--- src/rtl/mwc_match_unit.sv ---
// Combinational compare of one snooped write against the expected table (in-order pointer or lowest unhit entry).
// Zero latency, no backpressure: the result is consumed by the checker in the same cycle.
module mwc_match_unit #(
  parameter int AW           = 32,
  parameter int DW           = 32,
  parameter int NUM_EXP      = 4,
  parameter int STRICT_ORDER = 1,
  parameter int IW           = 2,
  parameter int CW           = 3
) (
  input  logic [NUM_EXP-1:0][AW-1:0] i_tbl_adr,
  input  logic [NUM_EXP-1:0][DW-1:0] i_tbl_data,
  input  logic [NUM_EXP-1:0]         i_hit_mask,
  input  logic [CW-1:0]              i_ptr,
  input  logic [AW-1:0]              i_adr,
  input  logic [DW-1:0]              i_data,
  output logic                       o_hit,
  output logic [IW-1:0]              o_idx,
  output logic                       o_data_ok
);

  always_comb begin
    o_hit     = 1'b0;
    o_idx     = '0;
    o_data_ok = 1'b0;
    if (STRICT_ORDER != 0) begin
      for (int k = 0; k < NUM_EXP; k++) begin
        if (k == int'(i_ptr)) begin
          o_idx     = IW'(k);
          o_hit     = (i_tbl_adr[k] == i_adr);
          o_data_ok = (i_tbl_data[k] == i_data);
        end
      end
    end else begin
      // Descending scan so the lowest matching unhit index is the one left standing.
      for (int k = NUM_EXP - 1; k >= 0; k--) begin
        if (!i_hit_mask[k] && (i_tbl_adr[k] == i_adr)) begin
          o_hit     = 1'b1;
          o_idx     = IW'(k);
          o_data_ok = (i_tbl_data[k] == i_data);
        end
      end
    end
  end

endmodule

--- config.mk ---
export PLATFORM = sky130hd
export DESIGN_NAME = mwc_match_unit
export DESIGN_NICKNAME = d
export VERILOG_FILES = /design/src/rtl/mwc_match_unit.sv
export SDC_FILE = /design/constraint.sdc
export NUM_CORES = 1
export LEC_CHECK = 0
export CAP_MARGIN = 20
export CORE_AREA = 2 2 128 130
export DETAILED_ROUTE_END_ITERATION = 12
export DIE_AREA = 0 0 130 132
export DONT_BUFFER_PORTS = 1
export SLEW_MARGIN = 20
export SYNTH_ARGS = -nofsm -noshare
export SYNTH_HDL_FRONTEND = slang
export SYNTH_SLANG_ARGS = --single-unit
--- constraint.sdc ---
create_clock -name vclk -period 1.4
set_input_delay 0.21 -clock vclk [all_inputs]
set_output_delay 0.21 -clock vclk [all_outputs]
set_load 0.03 [all_outputs]
# Word level (Yosys, flattened, before mapping)
# Index checks and enable logic that the tools add are counted.
# totals
ram_bits	0
latchBits	0
output_inout_bits	4
reg_bits	0
mem_count	0
input_bits	327
romBits	0
word_cells	23
# classes
n_mul	0
n_eq_ne	11
n_div	0
add_sub_neg	0
n_lt_le_gt_ge	0
reduce_logical	1
shifts	0
muxes	11
bitwise_logic	0
# op_table
op	count
$eq A32 B32 Y1	8
$mux W1	9
$eq A3 B3 Y1 const A	2
$mux W2	2
$eq A2 B3 Y1 const A	1
$logic_not A3 Y1	1

# Longest topological paths before layout
# Gate-level depths: netlist (run 1).
# logic_depth
ltp_word	5
depth_mapped	6
mapped_depth_nobuf	6

# Worst setup path after synthesis (run 1)
# Ideal clock, no wire load.
# synth_timing
kind	in2out
startpoint	in i_ptr[1]
endpoint	out o_hit
required_time_ns	1.190
t_arrival_ns	1.607
setup_slack_ns	-0.417
path_buffers	0
cell_stages	6
path_cell_list	nor2b_4 nand2_1 or4_1 nor4_2 a31oi_1 o211ai_1
# synth_between
elab_chain_cells	5
elab_cells_between_ends	8
classes_between	eq/ne (3); mux (4); reduce/logical (1)
# synth_rtl
item	line_no	source
from (decl)	14	input logic [CW-1:0] i_ptr,
$logic_not A3 Y1	28	if (k == int'(i_ptr)) begin
$mux W1 (3 in series)	28	
$mux W1 *	28	
to (decl)	17	output logic o_hit,
# Mark *: on every way between the ends. The rest lies on a longest branch, timed or not.

# Final worst setup path (run 1)
# layout_timing
startpoint	in i_adr[12]
endpoint	out o_hit
# layout_between
elab_chain_cells	5
elab_cells_between_ends	8
classes_between	eq/ne (4); mux (4)
# layout_rtl
item	line_no	source
from (decl)	15	input logic [AW-1:0] i_adr,
$eq A32 B32 Y1	-	
$mux W1 (3 in series)	28	
$mux W1 *	28	
# Marked as above.

==> flow_metrics.tcl, run 1 <==
set metrics [dict create \
    status "finished with violations" \
    violations "negative setup slack" \
    syn_inst 362 \
    dr.pass1.iters 4 \
    cap_violations 0 \
    netlist_top_cells_area "xnor2_1 (44%), xor2_1 (34%), nand4_1 (7.8%)" \
    hp-class "primary input to output port" \
    hold_ws_ns 0.6036 \
    gr-usage-met2_pct 24.87 \
    cp.arrival_ns 1.59 \
    dpl_worst_slack_ns -0.6113 \
    synth.top_cell.area_share_pct 43.56 \
    io_pins 331 \
    tns_ns -0.7509 \
    max_freq_ghz 0.5564 \
    rsz0062_at_grt "true" \
    synthTopCellsByCount "xnor2_1 (144), xor2_1 (112), nand4_1 (36), nor4_1 (26)" \
    syn_nets 689 \
    overflow 0 \
    grtUsageMet3_pct 5.114 \
    syn_avg_cell_area_sq_um 7.998 \
    layout_min_cycle_time_ns 1.797 \
    fin_ws_ns -0.3974 \
    cts.hold.buffers_added 0 \
    regArea_sq_um 0 \
    hold_path_end "o_idx[1]" \
    wirelength_um 14990 \
    cp-end-kind "output port" \
    yosysUniqueCellTypes 18 \
    fp-row-count 46 \
    antenna_found_initial 0 \
    design.seq.count 0 \
    initial_core_util_pct 18.43 \
    worstMarginPinSlew_ns 0.4044 \
    crit_slowest_cell "or4_4" \
    final-max-slew-violation-count 0 \
    syn_to_final_growth_pct 17.63 \
    min_path_cells 2 \
    syn_area_sq_mm 0.002895 \
    wl_per_cell_um 25.02 \
    grt_pass1_vias 3101 \
    grt_pass1_wl_um 20620 \
    grtUsageMet1_pct 23.85 \
    top_usage_layer "met2" \
    drc 0 \
    drt_iter0_drc 220 \
    grt_max_degree 6 \
    cp.required_ns 1.19 \
    post-synth-top-count-cell "xnor2_1" \
    hold_viol_final 0 \
    setup_viol 2 \
    path_buf_inv 1 \
    via_per_inst 4.838 \
    path_cells "xor2_1, or4_4, nor4_2, a31oi_1, o211ai_1, buf_4" \
    place_congestion 0.9358 \
    place_inst 599 \
    synth.largest_area_cell "xnor2_1" \
    drive_gt1_share_pct 10.70 \
    yosys_warnings 0 \
    post-route-period-util_pct 128.4 \
    nNetsFinal 712 \
    die-height_um 132 \
    die_area_sq_mm 0.01716 \
    chipWidth_um 130 \
    min_from "i_ptr[2]" \
    cp_max_fo 4 \
    leakagePower_nw 0.9753 \
    core_area_sq_mm 0.01571 \
    dp.final_hpwl_um 14060 \
    cp_slowest_stage_delay_ns 0.55 \
    final_cells 599 \
    relSlewSlack_pct 72.95 \
    vias 2898 \
    antenna_left 0 \
    synth-seq-area-share_pct 0 \
    antennaDiodeCount 0 \
    power.density_mw_per_mm2 254.6 \
    grt_use_total_pct 16.38 \
    vdd_drop_max_mv 0.07202 \
    clock_buffers 0 \
    path_delay_family "simple AND/OR/NAND/NOR gates" \
    io_buffers 0 \
    critPathKind "primary input to output port" \
    startpoint_type "primary input" \
]
[area by class of cell]
| type | instances | area, sq um |
|---|---|---|
| Fill cell | 1751 | 12310 |
| Multi-Input combinational cell | 359 | 2952 |
| Tap cell | 216 | 270.3 |
| Timing Repair Buffer | 24 | 183.9 |
[report_power, final]
part           internal [W]  switching [W]  total [W]
registers                 0              0          0
clock network             0              0          0
logic              0.000508       0.000359   0.000867
total              0.000508       0.000359   0.000867
[stage by stage]
stage | power (W) | cell area, sq um | util, %
finish | 0.0008672 | 3406 | 21.68
detailed placement | 0.0008425 | 3334 | 21.22
global placement | 0.0008459 | 3334 | 21.22
global route | 0.0009549 | 3406 | 21.68
floorplan | 0.0006450 | 2897 | -
CTS | 0.0008655 | 3382 | 21.52
[placed cells by master, fill, tap and decap left out]
cell	instances
xnor2_1	144
xor2_1	112
nand4_1	36
buf_4	23
nor4_1	20
nand3_1	12
nor3_1	9
nor4_2	8
nor3_2	4
nand2_1	2
a31oi_1	2
o211ai_1	2
and2b_2	1
nor2b_4	1
nor2_1	1
or4_1	1
or3_4	1
nor3_4	1
nor2b_1	1
or4_4	1
buf_6	1
[worst max-delay path by stage]
stage / start / to / slack (ns) / cells past startpoint
2_1_floorplan: i_ptr[1] / o_hit / -0.28 / 6
3_3_place_gp: i_ptr[2] / o_hit / -0.52 / 8
3_5_place_dp: i_ptr[2] / o_data_ok / -0.61 / 8
4_1_cts: i_ptr[0] / o_data_ok / -0.48 / 8
5_1_grt: i_adr[16] / o_hit / -0.48 / 8
6_report: i_adr[12] / o_hit / -0.40 / 6
[what timing repair did]
item | in CTS | in global routing
setup endpoints to repair | 2 | 2
pin swaps | 9 | 6
resized for setup | 9 | 4
buffers inserted | 0 | 0
[per-layer routing]
layer  up-vias  part of all wire [%]
met5         -                     0
met4         0                  0.49
met3        14                    12
met2       223                    43
met1      1368                    44
li1       1293                     -
[cells by family (layout without fill, tap and decap cells)]
group                  after synthesis  in the layout  share of synthesized area (%)
AO/OA/AOI/OAI                        4              4                         0.9505
XOR/XNOR                           256            256                          77.44
buffers and inverters                3             24                         0.3889
AND/OR/NAND/NOR                     99             99                          21.22
No activity file was read; power rests on OpenSTA's default activity.
==> run 2, diff against run 1 <==
--- a/config.mk
+++ b/config.mk
@@ -10,6 +10,7 @@
 export DETAILED_ROUTE_END_ITERATION = 12
 export DIE_AREA = 0 0 130 132
 export DONT_BUFFER_PORTS = 1
+export SETUP_SLACK_MARGIN = 0.15
 export SLEW_MARGIN = 20
 export SYNTH_ARGS = -nofsm -noshare
 export SYNTH_HDL_FRONTEND = slang
==> run 2 against run 1 <==
Compared with the run above: the run still ends with negative setup slack left; sequential share of layout area unchanged; non-clock buffer count unchanged; cell count unchanged; setup slack unchanged; final area unchanged; power about the same; first-iteration DRC count increased by 2.3%; global-route usage unchanged; sequential cell count unchanged; clock-buffer cell count unchanged; combinational power about the same; hold slack about the same.
==> flow_metrics.tcl, run 2 (synthesis gave the netlist of run 1 again) <==
set metrics [dict create \
    vdd_drop_max_mv 0.07194 \
    chipWidth_um 130 \
    io_buffers 0 \
    grt_pass1_vias 3101 \
    initial_core_util_pct 18.43 \
    grt_pass1_wl_um 20620 \
    final_util_pct 21.68 \
    post-route-period-util_pct 128.4 \
    status "finished with violations" \
    antenna_left 0 \
    max_freq_ghz 0.5564 \
    cap_violations 0 \
    final_cell_mix "xnor2_1 (144), xor2_1 (112), nand4_1 (36), buf_4 (23), nor4_1 (20)" \
    critPathKind "primary input to output port" \
    antenna_found_initial 0 \
    hold_viol_final 0 \
    cts_setup_buffers 0 \
    startpoint_type "primary input" \
    cp_max_fo 4 \
    layout_min_cycle_time_ns 1.797 \
    dr.pass1.iters 5 \
    tns_ns -0.7477 \
    relSlewSlack_pct 72.95 \
    hp-class "primary input to output port" \
    cp-end-kind "output port" \
    drc 0 \
    overflow 0 \
    crit_slowest_cell "or4_4" \
    fin_ws_ns -0.3974 \
    power.density_mw_per_mm2 254.6 \
    path_cells "xor2_1, or4_4, nor4_2, a31oi_1, o211ai_1, buf_4" \
    antennaDiodeCount 0 \
    regArea_sq_um 0 \
    cp.required_ns 1.19 \
    vias 2892 \
    drive_gt1_share_pct 10.70 \
    wirelength_um 15000 \
    die-height_um 132 \
    wl_per_cell_um 25.04 \
    final-max-slew-violation-count 0 \
    place_inst 599 \
    die_area_sq_mm 0.01716 \
    io_pins 331 \
    power_w 0.0008671 \
    final_cells 599 \
    rsz0062_at_grt "true" \
    cts.hold.buffers_added 0 \
    via_per_inst 4.828 \
    leakagePower_nw 0.9753 \
    cp_slowest_stage_delay_ns 0.55 \
    dpl_worst_slack_ns -0.6113 \
    place_congestion 0.9358 \
    syn_to_final_growth_pct 17.63 \
    grt_max_degree 6 \
    setup_viol 2 \
    layout_commonest_cell "xnor2_1" \
    nNetsFinal 712 \
    violations "negative setup slack" \
    fp-row-count 46 \
    design.seq.count 0 \
    dp.final_hpwl_um 14060 \
    core_area_sq_mm 0.01571 \
    drt_iter0_drc 225 \
    clock_buffers 0 \
    grt_use_total_pct 16.38 \
    cp.arrival_ns 1.59 \
    worstMarginPinSlew_ns 0.4044 \
]
==> run 2: cell counts in the layout (fill, tap and decap cells not counted) <==
No cell type changed its count.
==> run 2: path summary, 6_finish.rpt <==
check,endpoint,startpoint,slack [ns],cells past startpoint
worst min-delay path,o_idx[1],i_ptr[2],0.60,2
worst max-delay path,o_hit,i_adr[12],-0.40,6
==> run 2: timing repair <==
| item | 4_1_cts | 5_1_grt |
|---|---|---|
| pin swaps | 9 | 6 |
| endpoints found under the setup margin | 2 | 2 |
| resized for setup | 9 | 4 |
==> run 2: metal layers <==
metal | up-vias | part of all wire (%) | GRT usage (%)
met1 | 1369 | 44 | 23.85
met2 | 216 | 43 | 24.87
li1 | 1293 | - | -
met5 | - | 0 | 0
met3 | 14 | 12 | 5.114
met4 | 0 | 0.49 | 0.5974
==> run 2: where the power goes <==
part           internal [W]  total [W]  switching, W
Sequential                0          0             0
Clock                     0          0             0
Combinational      0.000508   0.000867      0.000359
==> run 2: cell type report <==
class	instances	area (sq um)
Fill cell	1751	12310
Tap cell	216	270.3
Timing Repair Buffer	24	183.9
Multi-Input combinational cell	359	2952
==> run 2: per-stage QoR <==
| stage | cell area, sq um | hold WS, ns |
|---|---|---|
| after global placement | 3334 | 0.6057 |
| final | 3406 | 0.6034 |
| after detailed placement | 3334 | 0.6057 |
| after floorplan | 2897 | 0.4639 |
| after global routing | 3406 | 0.6090 |
| after CTS | 3382 | 0.6060 |
==> run 2: critical path: cells and delay by family <==
| kind | cells | cell delay [ns] |
|---|---|---|
| simple gates | 2 | 0.75 |
| compound gates | 2 | 0.28 |
| buf+inv | 1 | 0.20 |
| xor+xnor | 1 | 0.14 |
